<file path="src/rtl/ddram_rom_loader.sv">
// ddram_rom_loader: takes 16-bit words from the HPS ROM downloader, optionally
// drops a copier header, buffers them in a small FIFO and writes each one to
// the DDRAM bridge with a toggle request/acknowledge handshake.
//
// Ports:
//   DDRAM_CLK       clock for all logic
//   reset           synchronous, active-high
//   ioctl_download  high for the whole download
//   ioctl_wr        one-cycle word strobe
//   ioctl_addr      even byte address of the word
//   ioctl_dout      word data, low byte at the even address
//   hdr_skip        drop the leading HDR_BYTES (sampled at download start)
//   ioctl_wait      downloader stall request (registered)
//   wraddr, din     write address/data to the bridge, stable while a request is open
//   we              byte-write strobe, always 0 (word writes only)
//   we_req, we_ack  toggle request / acknowledge
//   rom_size        bytes written excluding the header, valid with done
//   done            one-cycle end-of-load pulse
//   busy            high from download start until done
module ddram_rom_loader #(
    parameter logic [27:0] BASE       = 28'h0000000,
    parameter int unsigned DEPTH_LOG2 = 2,
    parameter int unsigned HDR_BYTES  = 512
) (
    input  logic        DDRAM_CLK,
    input  logic        reset,
    input  logic        ioctl_download,
    input  logic        ioctl_wr,
    input  logic [27:0] ioctl_addr,
    input  logic [15:0] ioctl_dout,
    input  logic        hdr_skip,
    output logic        ioctl_wait,
    output logic [27:0] wraddr,
    output logic [15:0] din,
    output logic        we,
    output logic        we_req,
    input  logic        we_ack,
    output logic [27:0] rom_size,
    output logic        done,
    output logic        busy
);

    localparam int unsigned DEPTH = 1 << DEPTH_LOG2;
    localparam int unsigned CW    = DEPTH_LOG2 + 1;
    localparam logic [27:0] HDR   = 28'(HDR_BYTES);

    typedef enum logic {
        S_IDLE = 1'b0,
        S_WAIT = 1'b1
    } state_t;

    state_t r_state;
    state_t w_state_nxt;

    logic                  r_dl_prev;
    logic                  r_skip;
    logic                  r_ovf;
    logic                  r_busy;
    logic                  r_done;
    logic                  r_wait;
    logic                  r_we_req;
    logic [27:0]           r_wraddr;
    logic [15:0]           r_din;
    logic [27:0]           r_rom_size;
    logic [27:0]           r_fifo_addr [DEPTH];
    logic [15:0]           r_fifo_data [DEPTH];
    logic [DEPTH_LOG2-1:0] r_wp;
    logic [DEPTH_LOG2-1:0] r_rp;
    logic [CW-1:0]         r_count;

    logic                  w_dl_rise;
    logic                  w_skip_eff;
    logic                  w_in_hdr;
    logic                  w_accept;
    logic                  w_full;
    logic                  w_empty;
    logic                  w_push;
    logic                  w_pop;
    logic                  w_end;
    logic [27:0]           w_offset;
    logic [27:0]           w_sum;
    logic [27:0]           w_push_addr;
    logic [27:0]           w_size_cand;
    logic [27:0]           w_size_base;
    logic [CW-1:0]         w_count_nxt;

    // Input acceptance, header filtering and address arithmetic.
    // A strobe in the same cycle as the download edge uses the live hdr_skip.
    always_comb begin
        w_dl_rise   = ioctl_download & ~r_dl_prev;
        w_skip_eff  = w_dl_rise ? hdr_skip : r_skip;
        w_in_hdr    = w_skip_eff & (ioctl_addr < HDR);
        w_accept    = ioctl_wr & ioctl_download & ~w_in_hdr;
        w_full      = (r_count == CW'(DEPTH));
        w_empty     = (r_count == '0);
        w_push      = w_accept & ~w_full;
        w_offset    = ioctl_addr - (w_skip_eff ? HDR : 28'd0);
        w_sum       = BASE + w_offset;
        w_push_addr = {w_sum[27:1], 1'b0};
        w_size_cand = w_offset + 28'd2;
        // A new download restarts the byte count from zero.
        w_size_base = w_dl_rise ? 28'd0 : r_rom_size;
        w_count_nxt = r_count + CW'(w_push) - CW'(w_pop);
        w_end       = ~ioctl_download & w_empty & (r_state == S_IDLE)
                      & (r_we_req == we_ack) & r_busy;
    end

    // Drain FSM: issue one request per word, wait for its acknowledge.
    always_comb begin
        w_state_nxt = r_state;
        w_pop       = 1'b0;
        case (r_state)
            S_IDLE: begin
                if (!w_empty && (r_we_req == we_ack)) begin
                    w_pop       = 1'b1;
                    w_state_nxt = S_WAIT;
                end
            end
            S_WAIT: begin
                if (we_ack == r_we_req) begin
                    w_state_nxt = S_IDLE;
                end
            end
            default: w_state_nxt = S_IDLE;
        endcase
    end

    // FSM state register.
    always_ff @(posedge DDRAM_CLK) begin
        if (reset) begin
            r_state <= S_IDLE;
        end else begin
            r_state <= w_state_nxt;
        end
    end

    // FIFO storage; pointers and occupancy live in the control block.
    always_ff @(posedge DDRAM_CLK) begin
        if (w_push) begin
            r_fifo_addr[r_wp] <= w_push_addr;
            r_fifo_data[r_wp] <= ioctl_dout;
        end
    end

    // Control, FIFO pointers, bridge request and status registers.
    // On reset the request is realigned to the bridge's ack, abandoning any
    // open request, since the bridge keeps its ack across our reset.
    always_ff @(posedge DDRAM_CLK) begin
        if (reset) begin
            r_dl_prev  <= 1'b0;
            r_skip     <= 1'b0;
            r_ovf      <= 1'b0;
            r_busy     <= 1'b0;
            r_done     <= 1'b0;
            r_wait     <= 1'b0;
            r_we_req   <= we_ack;
            r_wraddr   <= '0;
            r_din      <= '0;
            r_rom_size <= '0;
            r_wp       <= '0;
            r_rp       <= '0;
            r_count    <= '0;
        end else begin
            r_dl_prev <= ioctl_download;
            if (w_dl_rise) begin
                r_skip <= hdr_skip;
            end
            r_ovf <= r_ovf | (w_accept & w_full);
            if (w_push) begin
                r_wp <= r_wp + DEPTH_LOG2'(1);
            end
            if (w_pop) begin
                r_rp     <= r_rp + DEPTH_LOG2'(1);
                r_wraddr <= r_fifo_addr[r_rp];
                r_din    <= r_fifo_data[r_rp];
                r_we_req <= ~r_we_req;
            end
            r_count <= w_count_nxt;
            // Stall one entry early so a strobe already in flight still fits.
            r_wait  <= (w_count_nxt >= CW'(DEPTH - 1));
            if (w_dl_rise) begin
                r_busy <= 1'b1;
            end else if (w_end) begin
                r_busy <= 1'b0;
            end
            r_done     <= w_end;
            r_rom_size <= (w_push && (w_size_cand > w_size_base)) ? w_size_cand : w_size_base;
        end
    end

    assign ioctl_wait = r_wait;
    assign wraddr     = r_wraddr;
    assign din        = r_din;
    assign we         = 1'b0;
    assign we_req     = r_we_req;
    assign rom_size   = r_rom_size;
    assign done       = r_done;
    assign busy       = r_busy;

endmodule

</file>
<file path="config.mk">
export PLATFORM = sky130hd
export DESIGN_NAME = ddram_rom_loader
export DESIGN_NICKNAME = d
export VERILOG_FILES = /design/src/rtl/ddram_rom_loader.sv
export SDC_FILE = /design/constraint.sdc
export NUM_CORES = 1
export LEC_CHECK = 0
export ABC_CLOCK_PERIOD_IN_PS = 7900
export CORE_UTILIZATION = 40
export CTS_CLUSTER_SIZE = 28
export DETAILED_ROUTE_END_ITERATION = 10
export PLACE_DENSITY_LB_ADDON = 0.15
export REMOVE_ABC_BUFFERS = 1
export SLEW_MARGIN = 10
export SYNTH_ARGS = -nofsm -noshare
export SYNTH_HDL_FRONTEND = slang
export SYNTH_SLANG_ARGS = --single-unit
</file>
<file path="constraint.sdc">
create_clock -name DDRAM_CLK -period 7.9 [get_ports DDRAM_CLK]
set_clock_uncertainty 0.2 [all_clocks]
set_input_delay 1.58 -clock DDRAM_CLK [delete_from_list [all_inputs] [get_ports DDRAM_CLK]]
set_output_delay 1.58 -clock DDRAM_CLK [all_outputs]
set_load 0.01 [all_outputs]
</file>
==> results.txt <==
Outcome -> finished, final reports clean
H-tree depth -> 1
Sw Pwr -> 1000 uW
Sw Ratio -> 27.1%
Post-Place Cells -> 1308
CTS buffer count -> 28
Flop pwr share -> 46.0%
Cell Chain, Critical Path -> clkdlybuf4s50_1 -> nand2b_1 -> mux2i_1 -> inv_1 -> ha_1 -> ha_1 -> nor4b_2 -> nand2_1 -> or4_1 -> a21boi_1 -> nand4_2 -> xnor2_1 -> ha_1 -> nand4_1 -> nor4_1 -> o41a_1 -> o211ai_1 -> buf_12 -> nor2_1 -> a22o_1
PortBufs -> 124
Delay-heaviest family, CP -> simple AND/OR/NAND/NOR gates
Slew of the pin with the lowest slew margin -> 0.952 ns
Cell Count, Final, Fillers Out -> 1360
Initial Util -> 41.1%
Synth top cells by count -> edfxtp_1, nand2_1, dfxtp_1
Root Buffer -> clkbuf_16
Clock sink total -> 257
FILL cells -> 2419
Worst Setup SP -> ioctl_download
CP bufs+invs -> 3
Worst path slowest cell -> nor4b_2
Core Area -> 27200 um^2
Synth top area cells -> edfxtp_1, dfxtp_1, mux4_2, nand2_1, ha_1
Reg clk slew, reported paths -> 0.06 ns
Register area share after synthesis -> 61.6%
Gpl congestion -> 0.833
ANT nets after route -> 0
Synth Area per Inst -> 13.2 um^2
Vias -> 6834
Initial DRC Count -> 569
Reg-to-reg startpoint -> r_dl_prev$_SDFF_PP0_
Comb pwr share -> 21.4%
Rows -> 60
Period minus WS final -> 6.90 ns
Max Transition Viols Final -> 0
Total congestion overflow -> 0
Crit-path max cell delay -> 0.61 ns
Synth area leader -> edfxtp_1
Kind of critical path -> in2reg
Largest net degree at the start of global routing -> 50
Cell Pwr Density -> 271 nW/um^2
Die area -> 28600 um^2
Synth Flop Type -> edfxtp_1
Clock power frac -> 32.6%
Critical path data required time -> 8.17 ns
Drt wl/cell -> 17.5 um
Setup bufs post-CTS -> 0
DRT Pass-1 Iters -> 5
Post-synthesis cell count -> 843
Vias in the first global route -> 6934
FF-to-FF setup slack -> 2.22 ns
Max IR drop VDD -> 0.000133 V
PnR worst setup slack -> 1.00 ns
Hpwl dp -> 14800 um
Share of cells above drive strength 1 -> 11.2%
Final Hold Fails -> 0
Synth-to-Final Area Change -> 22.2%
Ant diodes -> 0
RSZ-0062 raised after global routing -> false
Achievable Freq -> 145 MHz
Deepest clock path buffer count -> 3
Worst hold path class -> reg2reg
Yosys Warn Count -> 0
Flops & latches, synth -> 257
Yosys top cell area share -> 46.5%
Int Pwr -> 2700 uW
Vias per inst -> 5.03
CP endpoint kind -> flop
CP arrival -> 7.17 ns
Most used cell, CP -> ha_1
Synthesized cell area -> 11200 um^2
Count leader, synth -> edfxtp_1
Initial antenna violation count -> 0
Critical path depth -> 20
Pleak -> 0.00465 uW
Post-synth ARST share -> 0%
Worst Setup Start Kind -> primary input
Gr usage total -> 17.0%
Drt drc -> 0
Die X -> 169 um
Worst slack at placement -> 0.422 ns
First-pass GRT wire length -> 38100 um
Die height -> 169 um
Detailed Route WL -> 23800 um
Max Cap Violations -> 0
Cells on worst reg2reg path -> 19
Hold bufs inserted after CTS -> 0
Synth cell types -> 62
EDFF count, synth -> 173
Period utilisation layout -> 87.3%
TritonCTS clock tree -> done
Post-CTS Resized -> 0
NumNets Final -> 1054
Final setup vio count -> 0
Worst-Skew Late Latency -> 0.54 ns
Final design utilization -> 50.2%
I/O pin count -> 127
Worst slew margin relative to its limit -> 36.4%
Worst reg2reg path endpoint -> rom_size[24]$_SDFF_PP0_
CP endpoint -> rom_size[24]$_SDFF_PP0_
Crit-path max FO -> 33
power by group through the flow:
stage                     combinational [uW]  clock, uW  sequential (uW)
after global placement                   801          0             1740
after CTS                                810       1250             1710
final                                    792       1210             1700
after floorplan                          442          0             1740
after detailed placement                 808          0             1740
after global routing                     876       1290             1730
logic make-up (layout without fill, tap and decap cells):
kind of cell | after synthesis | after routing | share of synthesized area, %
fa+ha+maj | 38 | 38 | 4.32
compound gates | 93 | 93 | 5.15
simple gates | 274 | 274 | 12.1
other cells | 1 | 2 | 0.0336
mux | 59 | 59 | 10.1
buf+inv | 74 | 218 | 2.72
xor+xnor | 47 | 47 | 3.92
flops | 257 | 257 | 61.6
worst min-delay path by stage:
stage	startpoint	endpoint	slack, ns	cells past startpoint
final	din[2]$_SDFFE_PP0P_	din[2]$_SDFFE_PP0P_	0.25	2
after global routing	din[0]$_SDFFE_PP0P_	din[0]$_SDFFE_PP0P_	0.27	2
after CTS	din[2]$_SDFFE_PP0P_	din[2]$_SDFFE_PP0P_	0.25	2
after detailed placement	din[2]$_SDFFE_PP0P_	din[2]$_SDFFE_PP0P_	0.25	2
after global placement	din[8]$_SDFFE_PP0P_	din[8]$_SDFFE_PP0P_	0.24	2
after floorplan	r_state$_SDFF_PP0_	r_state$_SDFF_PP0_	0.23	2
cells in the final DEF, fill, tap and decap left out, types with 3 or more instances in the layout:
cell             count
mux4_2              43
and2_1              15
a22o_1               6
a21o_1               5
edfxtp_1           173
xnor2_1             26
and2_2               4
nand4_1             13
a211oi_1             8
nor2_1              46
nor4_1               5
clkbuf_16           28
mux2i_1             14
inv_1               30
xor2_1              19
nand3_1             13
nor3b_1              6
clkdlybuf4s50_1    123
nand2_1            128
a21oi_1             56
ha_1                37
o211ai_1             4
nor2b_1              5
dfxtp_1             82
clkinv_1             4
clkbuf_1            13
buf_4               11
nand2b_1             3
nor3_1               9
o21ai_0              3
or4_1                6
tightest hold or removal path, stage by stage, from the launching register on:
cell and delay, ns:
dfxtp_1 0.30, nand2_1 0.05, a21oi_1 0.05
registers in the layout, indices dropped and copies added, names as in the netlist, 2 cells and up:
signal and flops:
din 16, wraddr 27, r_count 3, r_rp 2, r_fifo_addr 108, r_wp 2
rom_size 28, r_fifo_data 64
layer usage:
metal | global-route usage [%] | wire length (um)
met5 | 0 | 0
met3 | 2.97 | 1200
met1 | 24.1 | 11300
met2 | 27.8 | 11100
met4 | 3.13 | 270
cell type report:
class	instances	area (um^2)	area share (%)
well taps	372	465	3.41
clock inverters	10	88.8	0.651
inverters	31	116	0.853
clock buffers	42	763	5.59
repair buffers	135	1330	9.77
multi-input cells	513	4000	29.3
flip-flops and latches	257	6880	50.4
per-stage QoR:
step           hold WS (ns)  setup TNS, ns  total power, uW  area, um^2
2_1_floorplan         0.234          -1.24             2180       11000
3_3_place_gp          0.241              0             2540       12800
3_5_place_dp          0.246              0             2540       12800
4_1_cts               0.254              0             3770       13600
5_1_grt               0.266              0             3890       13600
6_report              0.251              0             3700       13600
Note: power is estimated with default switching activity, not from simulation.
